--- src/rtl/maq_ms.sv ---
`timescale 1ns/1ps
// Minutes/seconds stage of the clock: 1 Hz prescaler, BCD mm:ss (00:00-59:59)
// with RUN/SET modes and a one-cycle hour-increment pulse toward the hour machine.
module maq_ms #(
    parameter int CLK_FREQ = 50_000_000
) (
    input  logic       maqms_clock,
    input  logic       maqms_reset,
    input  logic       maqms_enable,
    input  logic       maqms_ajuste,
    input  logic       maqms_btn_min,
    input  logic       maqms_btn_hora,
    output logic [3:0] maqms_seg_lsd,
    output logic [2:0] maqms_seg_msd,
    output logic [3:0] maqms_min_lsd,
    output logic [2:0] maqms_min_msd,
    output logic       maqms_tick,
    output logic       maqms_inc_hora
);

    localparam int PW = (CLK_FREQ > 1) ? $clog2(CLK_FREQ) : 1;
    localparam logic [PW-1:0] PRESC_LAST = PW'(CLK_FREQ - 1);

    typedef enum logic {RUN = 1'b0, SET = 1'b1} mode_t;

    mode_t         mode_q, mode_d;
    logic [PW-1:0] presc_q, presc_d;
    logic [3:0]    seg_lsd_q, seg_lsd_d;
    logic [2:0]    seg_msd_q, seg_msd_d;
    logic [3:0]    min_lsd_q, min_lsd_d;
    logic [2:0]    min_msd_q, min_msd_d;
    logic          tick_q, tick_d;
    logic          inc_q, inc_d;

    // Advance a 00-59 BCD pair; result is {wrap, msd, lsd}.
    function automatic logic [7:0] bcd60_inc(input logic [2:0] msd, input logic [3:0] lsd);
        logic       wrap;
        logic [2:0] m;
        logic [3:0] l;
        wrap = 1'b0;
        m    = msd;
        l    = lsd + 4'd1;
        if (lsd == 4'd9) begin
            l = 4'd0;
            if (msd == 3'd5) begin
                m    = 3'd0;
                wrap = 1'b1;
            end else begin
                m = msd + 3'd1;
            end
        end
        return {wrap, m, l};
    endfunction

    logic [7:0] seg_next, min_next;

    always_comb begin
        // NOTE: every signal assigned here gets a default first, so no path can infer a latch.
        mode_d    = maqms_ajuste ? SET : RUN;
        presc_d   = presc_q;
        seg_lsd_d = seg_lsd_q;
        seg_msd_d = seg_msd_q;
        min_lsd_d = min_lsd_q;
        min_msd_d = min_msd_q;
        tick_d    = 1'b0;
        inc_d     = 1'b0;
        seg_next  = bcd60_inc(seg_msd_q, seg_lsd_q);
        min_next  = bcd60_inc(min_msd_q, min_lsd_q);

        if (mode_q == RUN && maqms_ajuste) begin
            // Entering SET: a coincident tick is discarded, seconds restart at 00.
            presc_d   = '0;
            seg_lsd_d = 4'd0;
            seg_msd_d = 3'd0;
        end else if (mode_q == SET && !maqms_ajuste) begin
            presc_d = '0;
        end else if (mode_q == SET) begin
            presc_d   = '0;
            seg_lsd_d = 4'd0;
            seg_msd_d = 3'd0;
            if (maqms_btn_min) begin
                min_msd_d = min_next[6:4];
                min_lsd_d = min_next[3:0];
            end
            inc_d = maqms_btn_hora;
        end else if (maqms_enable) begin
            if (presc_q == PRESC_LAST) begin
                presc_d   = '0;
                tick_d    = 1'b1;
                seg_msd_d = seg_next[6:4];
                seg_lsd_d = seg_next[3:0];
                if (seg_next[7]) begin
                    min_msd_d = min_next[6:4];
                    min_lsd_d = min_next[3:0];
                    inc_d     = min_next[7];
                end
            end else begin
                presc_d = presc_q + PW'(1);
            end
        end
    end

    always_ff @(posedge maqms_clock) begin
        // NOTE: non-blocking assignments keep every register sampling pre-edge values.
        if (!maqms_reset) begin
            mode_q    <= RUN;
            presc_q   <= '0;
            seg_lsd_q <= 4'd0;
            seg_msd_q <= 3'd0;
            min_lsd_q <= 4'd0;
            min_msd_q <= 3'd0;
            tick_q    <= 1'b0;
            inc_q     <= 1'b0;
        end else begin
            mode_q    <= mode_d;
            presc_q   <= presc_d;
            seg_lsd_q <= seg_lsd_d;
            seg_msd_q <= seg_msd_d;
            min_lsd_q <= min_lsd_d;
            min_msd_q <= min_msd_d;
            tick_q    <= tick_d;
            inc_q     <= inc_d;
        end
    end

    assign maqms_seg_lsd  = seg_lsd_q;
    assign maqms_seg_msd  = seg_msd_q;
    assign maqms_min_lsd  = min_lsd_q;
    assign maqms_min_msd  = min_msd_q;
    assign maqms_tick     = tick_q;
    assign maqms_inc_hora = inc_q;

endmodule

--- config.mk ---
export PLATFORM = sky130hd
export DESIGN_NAME = maq_ms
export DESIGN_NICKNAME = d
export VERILOG_FILES = /design/src/rtl/maq_ms.sv
export SDC_FILE = /design/constraint.sdc
export NUM_CORES = 1
export LEC_CHECK = 0
export BUFFER_PORTS_ARGS = -buffer_cell sky130_fd_sc_hd__clkbuf_2
export CAP_MARGIN = 20
export CORE_MARGIN = 1.5
export CORE_UTILIZATION = 62
export DETAILED_ROUTE_END_ITERATION = 8
export HOLD_SLACK_MARGIN = 0.12
export PLACE_DENSITY = 0.83
export SYNTH_ARGS = -nofsm -noshare
export SYNTH_HDL_FRONTEND = slang
export SYNTH_SLANG_ARGS = --single-unit
--- constraint.sdc ---
create_clock -name maqms_clock -period 3.64 [get_ports maqms_clock]
set_input_delay 0.728 -clock maqms_clock [delete_from_list [all_inputs] [get_ports maqms_clock]]
set_output_delay 0.728 -clock maqms_clock [all_outputs]
set_load 0.02 [all_outputs]
==> results, run 1 <==
- The hold violation total from the final report is 0.
- The buffer cell driving the clock tree root is clkbuf_4.
- The largest stage delay on the critical path is approximately 0.55 ns.
- Cells fill a little over two thirds of the core in the end.
- The worst relative slew slack is about 43%.
- The path with the worst hold slack has its endpoint at maqms_min_msd[0].
- The H-tree was split into 2 levels.
- In this run the post-CTS setup repair buffer count came out at 0.
- Counting distinct cell types in the post-synthesis netlist gives 45.
- The routed layout has roughly 1800 vias.
- The internal portion of the total power is roughly 0.65 mW.
- The clock buffer count from CTS is 5.
- STA puts the critical path data required time at ~4 ns.
- Wires add up to approximately 4000 um.
- The first detailed-routing pass ran for 4 iterations.
- The number of global-route vias before repair is roughly 1500.
- The maximum clock frequency is roughly 400 MHz.
- In this run the critical register-to-register path is captured at maqms_min_lsd[1].
- The wire length of the first global-routing pass is slightly below 7000 um.
- The run finished with clean final reports.
- The worst path uses roughly 67% of the clock period.
- The switching power is 0.1853 mW.
- The tool flagged a number of max-cap violations equal to 0.
- The core region is about 0.0034 mm2.
- The weighted congestion reported at the end of routability-driven placement is roughly 0.80.
- Power spread over the standard cell area amounts to about 350 mW/mm2.
- The initial antenna violation count came to 0.
- The top flip-flop cell by instance count after synthesis is dfxtp_1.
- From bottom edge to top edge, the die measures a little over 60 um.
- In the synthesized netlist, the cells that appear most often are 43 x dfxtp_1, 35 x nor2_1, 22 x nand2_1, 21 x xnor2_1, 14 x nand3_1.
- The proportion of synthesized flip-flops having asynchronous set or reset is 0%.
- The repair_antennas step left the layout with diodes totalling 0.
- The worst hold path begins at maqms_min_msd[0].
- The type of the most critical hold path is flip-flop to flip-flop.
- The buffer depth of the longest clock path is 2.
- Ranked by total cell area, the synthesized netlist is headed by dfxtp_1 40%, xnor2_1 8.4%, nor2_1 6.0%.
- The net total in the final layout is about 290.
- Counting flops and latches in the post-synthesis netlist gives 43.
- The setup total negative slack is 0 ns.
- The synthesized area per cell is about 8.5 um2.
- The setup path with the least slack is of type flip-flop to flip-flop.
- The worst-case IR drop observed on VDD is about 210 uV.
- The width of the chip is 62.28 um.
- In this run the cell area of the synthesized design comes to about 0.0022 mm2.
- The synthesized design contains 0 enable-type register cells.
- In the final routed layout, each cell accounts on average for 12.49 um.
- Setup repair after global routing left no endpoint under its margin.
- The max-slew violation count was 0.
- Once layout is done, the placed cells without fillers occupy 0.002377 mm2.
- Counting every net in the synthesized netlist gives between 200 and 300.
- The later pin in the worst-skew pair is clocked with a latency of around 0.36 ns.
- The slew at the pin closest to its max-slew limit is around 0.86 ns.
- The post-synthesis cell count is ~260.
- The endpoint arrival time on the critical path is approximately 2.7 ns.
- STA classifies the critical path startpoint as a flip-flop.
- The total routing usage reported by global routing is 21.59%.
- The instance area at placement is about 0.0023 mm2.
- Entering global routing, the biggest net connects 27 pins.
- The first routing iteration left between 90 and 100 violations.
- After clock tree synthesis, the clock-pin slew on the worst setup and hold paths is approximately 0.14 ns.
- The worst flop-to-flop path startpoint is mode_q.
- The number of cells upsized or downsized after cts is 0.
- After detailed routing, the number of remaining DRC violations is 0.
- The flop-to-flop setup slack is 1.21 ns.
- The ratio of cells with drive above 1 in the final layout is between 10% and 20%.
- Once detail routing completed, the nets flagged for antenna violations numbered 0.
- The combinational power share is a little under 4%.
- The sum of net half-perimeters after detailed placement is roughly 2700 um.
- On the critical path, the stage with the largest delay is an instance of dfxtp_1.
- The critical path goes through inv_1, ha_1, nand4bb_1, o32ai_1, nand2_1, or4_1, a21oi_1.
- 22 I/O pins were placed.
- Of the total power, the share spent switching nets is around 22%.
- Yosys printed 0 warnings.
- After floorplanning, the core was divided into 21 placement rows.
- The setup clock skew after layout is approximately 0.016 ns.
- The number of cells on the worst reg-to-reg path is 7.
- Setup violations remaining at the end of the flow were counted as 0.
- Of all cell types, the one taking the most synthesized area is dfxtp_1.
- The number of clock sinks seen by CTS is 43.
- The part of the power in registers is 57.3%.
- The worst setup path is captured at a flip-flop.
- The relative contribution of the clock network to total power is 38.8%.
- The sequential fraction of the synthesis area is between 30% and 40%.
- The most frequently used cell type in the post-synthesis netlist is dfxtp_1.
- The share of the synthesized area in the top cell type is between 30% and 40%.
- The count of hold buffers inserted by post-cts repair is 0.
- The count of buffers from port buffering is 21.
- The floorplan die area is around 0.0039 mm2.
- The time the worst path needs with I/O delays and setup is around 2.4 ns.
- Global routing finished with a remaining overflow of 0.
- The analysis attributes to cell leakage a power of 0.7599 nW.
- In this run the worst path has a maximum fanout of 12.
- For this configuration, the core starts out at a cell density of around 65%.
- The CTS tree is yes.
- Relative to the synthesized area, the layout overhead comes to 9.133%.
- In the routed layout, each cell is associated on average with a via count of about 5.6.
- The instance count along the most critical hold path is 2.
[worst max-delay path, delay by kind of cell (launching register included)]
family	cells	cell delay, ns
DFF	1	0.55
buffers and inverters	1	0.18
adders and majority gates	1	0.23
AOI/OAI and AO/OA	2	0.45
and+or+nand+nor	3	0.94
[how the worst max path moves through the flow]
| stage | startpoint | to | slack (ns) |
|---|---|---|---|
| 6_report | mode_q | maqms_min_lsd[1] | 1.21 |
| 5_1_grt | mode_q | maqms_min_lsd[1] | 0.99 |
| 4_1_cts | mode_q | maqms_min_lsd[1] | 1.21 |
| 3_5_place_dp | maqms_enable | maqms_min_lsd[1] | 0.95 |
| 3_3_place_gp | maqms_enable | maqms_min_lsd[1] | 1.01 |
| 2_1_floorplan | maqms_ajuste | maqms_min_lsd[3] | 1.39 |
[power by group through the flow]
stage | clock network, mW | logic [mW] | registers [mW]
after CTS | 0.327 | 0.0329 | 0.476
after global placement | 0 | 0.0323 | 0.486
after global routing | 0.349 | 0.0365 | 0.477
final | 0.322 | 0.0328 | 0.476
after detailed placement | 0 | 0.0328 | 0.486
after floorplan | 0 | 0.0259 | 0.486
[stage by stage]
step	setup WS [ns]	power (mW)	std cells	hold WS (ns)
after global placement	1.010	0.5187	312	0.4724
after global routing	0.9929	0.8625	320	0.5363
after CTS	1.205	0.8362	320	0.5029
final	1.207	0.8309	320	0.4937
after floorplan	1.391	0.5115	256	0.4792
after detailed placement	0.9467	0.5192	312	0.4853
[registers in the layout, indices dropped and copies added, names as in the netlist]
name,cells
maqms_seg_msd,3
maqms_seg_lsd,4
maqms_tick,1
maqms_min_msd,3
mode_q,1
maqms_min_lsd,4
presc_q,26
maqms_inc_hora,1
[metal layers]
layer	share of wire (%)	wire length [um]	track usage (%)	up-vias
li1	-	-	-	930
met4	1.4	55	8.333	0
met1	47	1877	26.70	848
met3	3.6	143	5.978	4
met2	48	1922	35.87	24
met5	0	0	0	-
[kinds of logic (layout without fill, tap and decap cells)]
| kind of cell | after synthesis | count (layout) | share of synthesized area [%] |
|---|---|---|---|
| AO/OA/AOI/OAI | 24 | 24 | 6.606 |
| XOR/XNOR | 25 | 25 | 10.05 |
| adder cells (fa/ha/maj) | 6 | 6 | 3.446 |
| buffers and inverters | 21 | 39 | 4.020 |
| flip-flops | 43 | 43 | 39.52 |
| multiplexers | 4 | 4 | 1.838 |
| AND/OR/NAND/NOR | 133 | 133 | 34.52 |
[cell type report]
class,count,area [um2]
Fill cell,290,985.9
Timing Repair Buffer,21,105.1
Clock inverter,2,35.03
Inverter,10,37.54
Clock buffer,6,51.30
Sequential cell,43,860.8
Tap cell,46,57.56
Multi-Input combinational cell,192,1230
[placed cells by master (no fill, tap or decap), types with 4 or more instances in the layout]
cell and instances:
dfxtp_1 43, nor2_1 35, nand2_1 22, xnor2_1 21
clkbuf_2 21, nand3_1 14, nor3_1 11, a21oi_1 11
inv_1 10, nor4_1 9, o21ai_0 6, ha_1 6
or4_1 5, or3_1 5, clkbuf_4 5, and4_1 4
xor2_1 4, mux2i_1 4, nand2b_1 4, nand3b_1 4
Power figures use the tool's default switching activity.
==> run 2, diff against run 1 <==
--- a/config.mk
+++ b/config.mk
@@ -5,13 +5,14 @@
 export SDC_FILE = /design/constraint.sdc
 export NUM_CORES = 1
 export LEC_CHECK = 0
+export ABC_AREA = 1
 export BUFFER_PORTS_ARGS = -buffer_cell sky130_fd_sc_hd__clkbuf_2
 export CAP_MARGIN = 20
 export CORE_MARGIN = 1.5
-export CORE_UTILIZATION = 62
+export CORE_UTILIZATION = 59
 export DETAILED_ROUTE_END_ITERATION = 8
 export HOLD_SLACK_MARGIN = 0.12
-export PLACE_DENSITY = 0.83
+export PLACE_DENSITY = 0.79
 export SYNTH_ARGS = -nofsm -noshare
 export SYNTH_HDL_FRONTEND = slang
 export SYNTH_SLANG_ARGS = --single-unit
==> constraint.sdc (replaced) <==
create_clock -name maqms_clock -period 2.37 [get_ports maqms_clock]
set_input_delay 0.474 -clock maqms_clock [delete_from_list [all_inputs] [get_ports maqms_clock]]
set_output_delay 0.474 -clock maqms_clock [all_outputs]
set_load 0.02 [all_outputs]
==> run 2 against run 1 <==
Compared with the run above: core utilization decreased by 1.5 points; non-clock buffer count unchanged; global-route usage rose by 2.9 points; count of clock-buffer cells in the layout increased by 2; sequential share of layout area down 2.7 points; clock skew fell by 0.0079 ns; worst setup slack worse by 0.68 ns; clock power increased by 58%; combinational power rose by 120%; via count increased by 19%; highest routed layer unchanged.
==> results, run 2 <==
- The layout filler cell count is 342 (was 290).
- The post-synthesis cell count came to 352 (was 256).
- The ratio of routed vias to standard cells came to 5.047 (was 5.644).
- The clock insertion delay at the later pin of the skew report is 0.30 ns (was 0.36 ns).
- The max-capacitance violation count is 0 (unchanged).
- The final worst-path cycle share is 77.95% (was 66.85%).
- The power per unit of standard cell area was 510.7 mW/mm2 (was 349.5 mW/mm2).
- The final count of negative-setup-slack endpoints is 0 (unchanged).
- The post-CTS clock slew at the launch and capture registers of the worst setup and hold paths is 0.08 ns (was 0.14 ns).
- Top post-synthesis cells by area: dfxtp_1 37%, nand2_1 14%, nor2_1 11% (was dfxtp_1 40%, xnor2_1 8.4%, nor2_1 6.0%).
- The final wirelength is 4567 um (was 3997 um).
- The setup total negative slack was 0 ns (unchanged).
- The buffer depth of the longest clock path was 2 (unchanged).
- The setup clock skew after layout is 0.008338 ns (was 0.01619 ns).
- The area of the core region is 0.003716 mm2 (was 0.003363 mm2).
- The hold violation total from the final report is 0 (unchanged).
- The net count after synthesis is 364 (was 268).
- The startpoint-to-endpoint class of the critical path was flip-flop to flip-flop (unchanged).
- The final instance count without filler cells is 426 (was 320).
- The slew at the pin closest to its max-slew limit came to 0.3906 ns (was 0.8550 ns).
- The instance area at placement was 0.002470 mm2 (was 0.002291 mm2).
- The max-slew violation count is 0 (unchanged).
- The effective utilization at floorplan is 62.59% (was 64.77%).
- The cell leakage power is 1.097 nW (was 0.7599 nW).
- The CTS tree is yes (unchanged).
- The area of combinational cells with multiple inputs is 0.001267 mm2 (was 0.001230 mm2).
- The wire length of the first global-routing pass came to 8335 um (was 6734 um).
- The post-synthesis instance area is 0.002326 mm2 (was 0.002178 mm2).
- The time the worst path needs with I/O delays and setup came to 1.847 ns (was 2.433 ns).
- Most frequent cells in the layout: 88 x nand2_1, 68 x nor2_1, 43 x dfxtp_1, 38 x inv_1 (was 43 x dfxtp_1, 35 x nor2_1, 22 x nand2_1, 21 x xnor2_1, 21 x clkbuf_2).
- The initial antenna violation count is 0 (unchanged).
- The number of cells upsized or downsized after cts is 0 (unchanged).
- The worst supply voltage drop on vdd is 338.2 uV (was 207.7 uV).
- The layout overhead on the synthesized area is 10.49% (was 9.133%).
- The antenna diode instance count is 0 (unchanged).
- The top flip-flop cell by instance count after synthesis is dfxtp_1 (unchanged).
- The sequential fraction of the synthesis area was 37.01% (was 39.52%).
- The number of enable flip-flop cells after synthesis is 0 (unchanged).
- The type of the most critical hold path is input port to flip-flop (was flip-flop to flip-flop).
- The endpoint arrival time on the critical path is 2.09 ns (was 2.73 ns).
- The library cell occupying the most area in the post-synthesis netlist is dfxtp_1 (unchanged).
- The area of all placed cells without fillers came to 0.002570 mm2 (was 0.002377 mm2).
- The cell type of the slowest stage on the worst timing path is dfxtp_1 (unchanged).
- Cell-by-cell trace of the critical path: inv_2, ha_1, nor2_1, nand3_2, inv_2, o21ai_0, nor2_1 (was inv_1, ha_1, nand4bb_1, o32ai_1, nand2_1, or4_1, a21oi_1).
- The count of buffers from port buffering is 21 (unchanged).
- The startpoint type of the worst setup path is a flip-flop (unchanged).
- The number of vias in the routed layout was 2150 (was 1806).
- The largest stage delay on the critical path came to 0.48 ns (was 0.55 ns).
- The width of the chip was 65.79 um (was 62.28 um).
- The count of state elements after synthesis is 43 (unchanged).
- The kind of cell with the highest combined delay on the critical path was simple AND/OR/NAND/NOR gates (unchanged).
- The top-level port count came to 22 (unchanged).
- The post-detailed-route DRC marker count was 0 (unchanged).
- The initial DRC count is 117 (was 98).
- The share of the synthesized area in the top cell type was 37.01% (was 39.52%).
- The commonest non-fill, non-tap cell in the layout is nand2_1 (was dfxtp_1).
- Top cells by count, synth: 88 x nand2_1, 68 x nor2_1, 43 x dfxtp_1, 38 x inv_1, 21 x nand3_1 (was 43 x dfxtp_1, 35 x nor2_1, 22 x nand2_1, 21 x xnor2_1, 14 x nand3_1).
- The number of search-and-repair iterations in the first detailed-routing pass is 4 (unchanged).
- The floorplan die area was 0.004328 mm2 (was 0.003878 mm2).
- The maximum clock frequency is 541.3 MHz (was 410.9 MHz).
- The most frequently used cell type in the post-synthesis netlist is nand2_1 (was dfxtp_1).
- The synthesized area per cell is 6.608 um2 (was 8.509 um2).
- The ratio of cells with drive above 1 in the final layout is 13.49% (was 13.50%).
- The number of distinct library cells after synthesis was 30 (was 45).
- The number of global-route vias before repair is 2014 (was 1516).
- The die span in y is 65.79 um (was 62.28 um).
- The number of clock sinks seen by CTS is 43 (unchanged).
- The maximum fanout along the worst path came to 10 (was 12).
- The type of destination of the critical path is a flip-flop (unchanged).
- The sum of net half-perimeters after detailed placement is 3481 um (was 2727 um).
- Setup repair after global routing missed its margin: false (unchanged).
- The detail-routed net length per standard cell is 10.72 um (was 12.49 um).
- The area occupied by registers was 860.8 um2 (unchanged).
- The net total in the final layout is 389 (was 285).
- The required time at the endpoint of the critical path is 2.61 ns (was 3.93 ns).
- The register with the most flip-flops was presc_q (unchanged).
- The buffer cell driving the clock tree root is clkbuf_8 (was clkbuf_4).
- The standard-cell row count is 22 (was 21).
- Result of the run: finished clean (unchanged).
- The leftover overflow at the end of global routing is 0 (unchanged).
- The level count of the clock H-tree is 2 (unchanged).
- The count of hold buffers inserted by post-cts repair came to 0 (unchanged).
- The buffer count from post-CTS setup fixing is 0 (unchanged).
- The maximum number of pins on one net before global-route repair came to 17 (was 27).
- The weighted congestion reported at the end of routability-driven placement is 0.8498 (was 0.7983).
- The number of flip-flops under the largest register name is 26 (unchanged).
- The placed instance count came to 418 (was 312).
- The remaining antenna violation count after routing is 0 (unchanged).
- The total number of yosys warnings is 0 (unchanged).
- The worst relative slew slack came to 73.86% (was 43.00%).
- The total routing usage reported by global routing is 24.51% (was 21.59%).
- The proportion of synthesized flip-flops having asynchronous set or reset came to 0% (unchanged).
- The clock buffer count from CTS came to 5 (unchanged).
- The number of buffer and inverter stages on the critical path is 2 (was 1).
==> run 2: cell types whose count changed after synthesis, sizes merged, moves of 6 or more <==
cell / previous run / this run
nand3: 16 / 24
nand2: 22 / 92
clkbuf: 8 / 0
xnor2: 21 / 5
inv: 10 / 46
nand4: 2 / 8
nor2: 35 / 76
nor4: 9 / 0
or4: 6 / 0
==> run 2: logic make-up (layout without fill, tap and decap cells) <==
family,count (synthesis),in the layout,synth area share [%]
adders and majority gates,6,6,3.227
buffers and inverters,50,76,8.499
AOI/OAI and AO/OA,22,22,5.164
xor gates and xnor gates,14,14,5.272
and+or+nand+nor,217,217,40.83
DFF,43,43,37.01
==> run 2: tightest hold or removal path, stage by stage <==
cell,delay [ns]
clkbuf_2,0.11
nand2_1,0.06
inv_1,0.04
==> run 2: worst paths after layout <==
check,from,to,slack (ns),cells past startpoint
min reg2reg,presc_q[14],presc_q[14],0.50,2
max,mode_q,presc_q[11],0.52,7
max reg2reg,mode_q,presc_q[11],0.52,7
min,maqms_ajuste,mode_q,0.43,3
==> run 2: area by class of cell <==
class	count	area share (%)
multi-input combinational	259	49.32
sequential	43	33.50
inverter	47	6.865
timing repair buffer	21	4.090
clock buffer	8	3.895
tap	48	2.337
==> run 2: through the flow <==
step	total power, mW	setup slack (ns)	hold slack, ns	utilization, %
CTS	1.322	0.5250	0.4204	69.16
global placement	0.8198	0.5666	0.4776	66.46
floorplan	0.8021	0.8156	0.4605	-
global route	1.366	0.2491	0.4519	69.16
detailed placement	0.8213	0.5370	0.4865	66.46
finish	1.312	0.5226	0.4333	69.16
==> run 2: layer usage <==
layer  global-route usage (%)  part of all wire (%)
met1                    29.97                    47
met2                    43.43                    48
met3                    5.111                   3.5
met4                    6.510                  0.79
met5                        0                     0
==> run 2: report_power, final <==
part | switching [mW] | total, mW | internal, mW
Sequential | 0.00596 | 0.732 | 0.726
Combinational | 0.0508 | 0.0723 | 0.0214
Clock | 0.242 | 0.508 | 0.266
Total | 0.299 | 1.31 | 1.01
==> run 3, diff against run 2 <==
==> constraint.sdc (replaced) <==
create_clock -name maqms_clock -period 1.89 [get_ports maqms_clock]
set_input_delay 0.378 -clock maqms_clock [delete_from_list [all_inputs] [get_ports maqms_clock]]
set_output_delay 0.378 -clock maqms_clock [all_outputs]
set_load 0.02 [all_outputs]
==> run 3 against run 2 <==
Compared with the run above: combinational power increased by 34%; core utilization grew 0.40 points; non-clock buffer count increased by 2; critical path depth is 2 higher; cell count increased by 0.47%; clock power is 25% higher; register-to-register slack worse by 0.29 ns; wire length up 1.5%; largest cell class unchanged; count of clock-buffer cells in the layout unchanged; first-iteration DRC count increased by 18%; sequential share of layout area is 0.19 points lower.
==> results, run 3 (synthesis gave the netlist of run 2 again) <==
- The final count of negative-setup-slack endpoints is 0 (unchanged).
- The cell type of the slowest stage on the worst timing path is dfxtp_1 (unchanged).
- The buffer depth of the longest clock path is 2 (unchanged).
- The kind of cell with the highest combined delay on the critical path is simple AND/OR/NAND/NOR gates (unchanged).
- The met2 layer usage reported by global route is 40.91% (was 43.43%).
- The number of global-route vias before repair is 1954 (was 2014).
- Setup repair after global routing missed its margin: false (unchanged).
- The number of cells on the worst reg-to-reg path came to 9 (was 7).
- The top-level port count is 22 (unchanged).
- The standard-cell row count came to 22 (unchanged).
- The die span in y is 65.79 um (unchanged).
- The post-CTS clock slew at the launch and capture registers of the worst setup and hold paths is 0.08 ns (about the same).
- The leftover overflow at the end of global routing came to 0 (unchanged).
- The capture point of the worst path is maqms_min_msd[1] (was presc_q[11]).
- The number of buffer and inverter stages on the critical path was 2 (unchanged).
- The final wirelength is 4636 um (was 4567 um).
- The ratio of routed vias to standard cells is 5.002 (was 5.047).
- The max-capacitance violation count is 0 (unchanged).
- The worst setup path startpoint is mode_q (unchanged).
- The clock insertion delay at the later pin of the skew report was 0.29 ns (was 0.30 ns).
- The area of all placed cells without fillers is 0.002585 mm2 (was 0.002570 mm2).
- The type of the most critical hold path was input port to flip-flop (unchanged).
- The startpoint type of the worst setup path is a flip-flop (unchanged).
- The number of clock sinks seen by CTS came to 43 (unchanged).
- The layout filler cell count is 324 (was 342).
- The detail-routed net length per standard cell came to 10.83 um (was 10.72 um).
- The total routing usage reported by global routing was 24.23% (was 24.51%).
- The wire length of the first global-routing pass is 8183 um (was 8335 um).
- The setup total negative slack is 0 ns (unchanged).
- The final total power is 1.650 mW (was 1.312 mW).
- The met1 layer usage reported by global route is 29.68% (was 29.97%).
- The ratio of cells with drive above 1 in the final layout is 13.95% (was 13.49%).
- The remaining antenna violation count after routing was 0 (unchanged).
- The maximum number of pins on one net before global-route repair is 17 (unchanged).
- The met3 track demand over resource in global routing is 5.622% (was 5.111%).
- The cell leakage power is 1.107 nW (was 1.097 nW).
- Cell-by-cell trace of the critical path: inv_2, ha_1, nor2_1, o21ai_1, nor2_2, nand3_1, nand2_1, inv_1, nor2_1 (was inv_2, ha_1, nor2_1, nand3_2, inv_2, o21ai_0, nor2_1).
- The post-detailed-route DRC marker count is 0 (unchanged).
- The type of destination of the critical path was a flip-flop (unchanged).
- The level count of the clock H-tree is 2 (unchanged).
- The maximum fanout along the worst path came to 10 (unchanged).
- The instance area at placement is 0.002485 mm2 (was 0.002470 mm2).
- The setup slack after placement is 0.2238 ns (was 0.5370 ns).
- The time the worst path needs with I/O delays and setup is 1.659 ns (was 1.847 ns).
- The count of hold buffers inserted by post-cts repair is 0 (unchanged).
- The max-slew violation count is 0 (unchanged).
- The antenna diode instance count is 0 (unchanged).
- The width of the chip is 65.79 um (unchanged).
- The clock buffer count from CTS is 5 (unchanged).
- The count of buffers from port buffering is 21 (unchanged).
- The startpoint-to-endpoint class of the critical path is flip-flop to flip-flop (unchanged).
- The worst relative slew slack came to 76.74% (was 73.86%).
- The hold violation total from the final report came to 0 (unchanged).
- The slew at the pin closest to its max-slew limit is 0.3476 ns (was 0.3906 ns).
- The flop-to-flop setup slack is 0.23 ns (was 0.52 ns).
- Most frequent cells in the layout: 88 x nand2_1, 68 x nor2_1, 43 x dfxtp_1, 38 x inv_1 (unchanged).
- The final worst-path cycle share was 87.79% (was 77.95%).
- The setup clock skew after layout is 0.005685 ns (was 0.008338 ns).
- The number of flip-flops under the largest register name was 26 (unchanged).
- The largest stage delay on the critical path came to 0.41 ns (was 0.48 ns).
- The endpoint of the worst-slack reg-to-reg timing path was maqms_min_msd[1] (was presc_q[11]).
- Result of the run: finished clean (unchanged).
- The net total in the final layout came to 391 (was 389).
- The buffer cell driving the clock tree root is clkbuf_8 (unchanged).
- The register with the most flip-flops is presc_q (unchanged).
- The number of vias in the routed layout is 2141 (was 2150).
- The power per unit of standard cell area came to 638.3 mW/mm2 (was 510.7 mW/mm2).
- The worst flop-to-flop path startpoint was mode_q (unchanged).
- The least setup slack across all paths after layout came to 0.2307 ns (was 0.5226 ns).
- The initial DRC count was 138 (was 117).
- The endpoint arrival time on the critical path is 1.89 ns (was 2.09 ns).
- The initial antenna violation count came to 0 (unchanged).
- The floorplan die area came to 0.004328 mm2 (unchanged).
- The CTS tree was yes (unchanged).
- The critical path depth is 9 (was 7).
- The number of search-and-repair iterations in the first detailed-routing pass is 4 (unchanged).
- The number of cells upsized or downsized after cts is 0 (unchanged).
- By instance count, the cell type seen most on the critical path is nor2_1.
- The buffer count from post-CTS setup fixing came to 0 (unchanged).
- The instance count along the most critical hold path was 3 (unchanged).
- The global routing's busiest layer is met2 (unchanged).
- The layout overhead on the synthesized area is 11.14% (was 10.49%).
- The area of the core region was 0.003716 mm2 (unchanged).
- The sum of net half-perimeters after detailed placement was 3459 um (was 3481 um).
- The maximum clock frequency is 602.7 MHz (was 541.3 MHz).
- The post-route core utilization is 69.56% (was 69.16%).
- The effective utilization at floorplan is 62.59% (unchanged).
- The commonest non-fill, non-tap cell in the layout is nand2_1 (unchanged).
- The weighted congestion reported at the end of routability-driven placement came to 0.8850 (was 0.8498).
- The worst supply voltage drop on vdd is 475.5 uV (was 338.2 uV).
- The required time at the endpoint of the critical path is 2.12 ns (was 2.61 ns).
==> run 3: changes by cell type in the layout (fill, tap and decap cells not counted) <==
cell   delta
buf_4     +2
==> run 3: final cells by class <==
type	instances	area [um2]	area share (%)
multi-input cells	259	1267	49.03
flip-flops and latches	43	860.8	33.30
inverters	47	176.4	6.825
clock buffers	8	100.1	3.872
repair buffers	23	120.1	4.647
well taps	48	60.06	2.323
==> run 3: per-layer routing <==
layer | share of wire [%] | up-vias
met5 | 0 | -
met4 | 1.9 | 0
met3 | 3.7 | 10
met2 | 48 | 43
met1 | 47 | 937
li1 | - | 1151
==> run 3: report_power, final <==
group          internal, mW  switching [mW]
Sequential            0.911         0.00632
Combinational        0.0300          0.0669
Clock                 0.334           0.302
==> run 3: through the flow <==
| step | std cells | hold slack, ns |
|---|---|---|
| 2_1_floorplan | 352 | 0.4605 |
| 3_3_place_gp | 420 | 0.4807 |
| 3_5_place_dp | 420 | 0.4865 |
| 4_1_cts | 428 | 0.3241 |
| 5_1_grt | 428 | 0.3347 |
| 6_report | 428 | 0.3312 |
==> run 3: worst min-delay path by stage <==
stage	from	endpoint	slack [ns]
floorplan	presc_q[14]	presc_q[14]	0.46
CTS	maqms_ajuste	mode_q	0.32
global route	maqms_ajuste	mode_q	0.33
detailed placement	presc_q[12]	presc_q[12]	0.49
finish	maqms_ajuste	mode_q	0.33
global placement	presc_q[12]	presc_q[12]	0.48
==> run 3: worst min-delay path: stages <==
cell	delay (ns)
clkbuf_2	0.11
nand2_1	0.06
inv_1	0.03
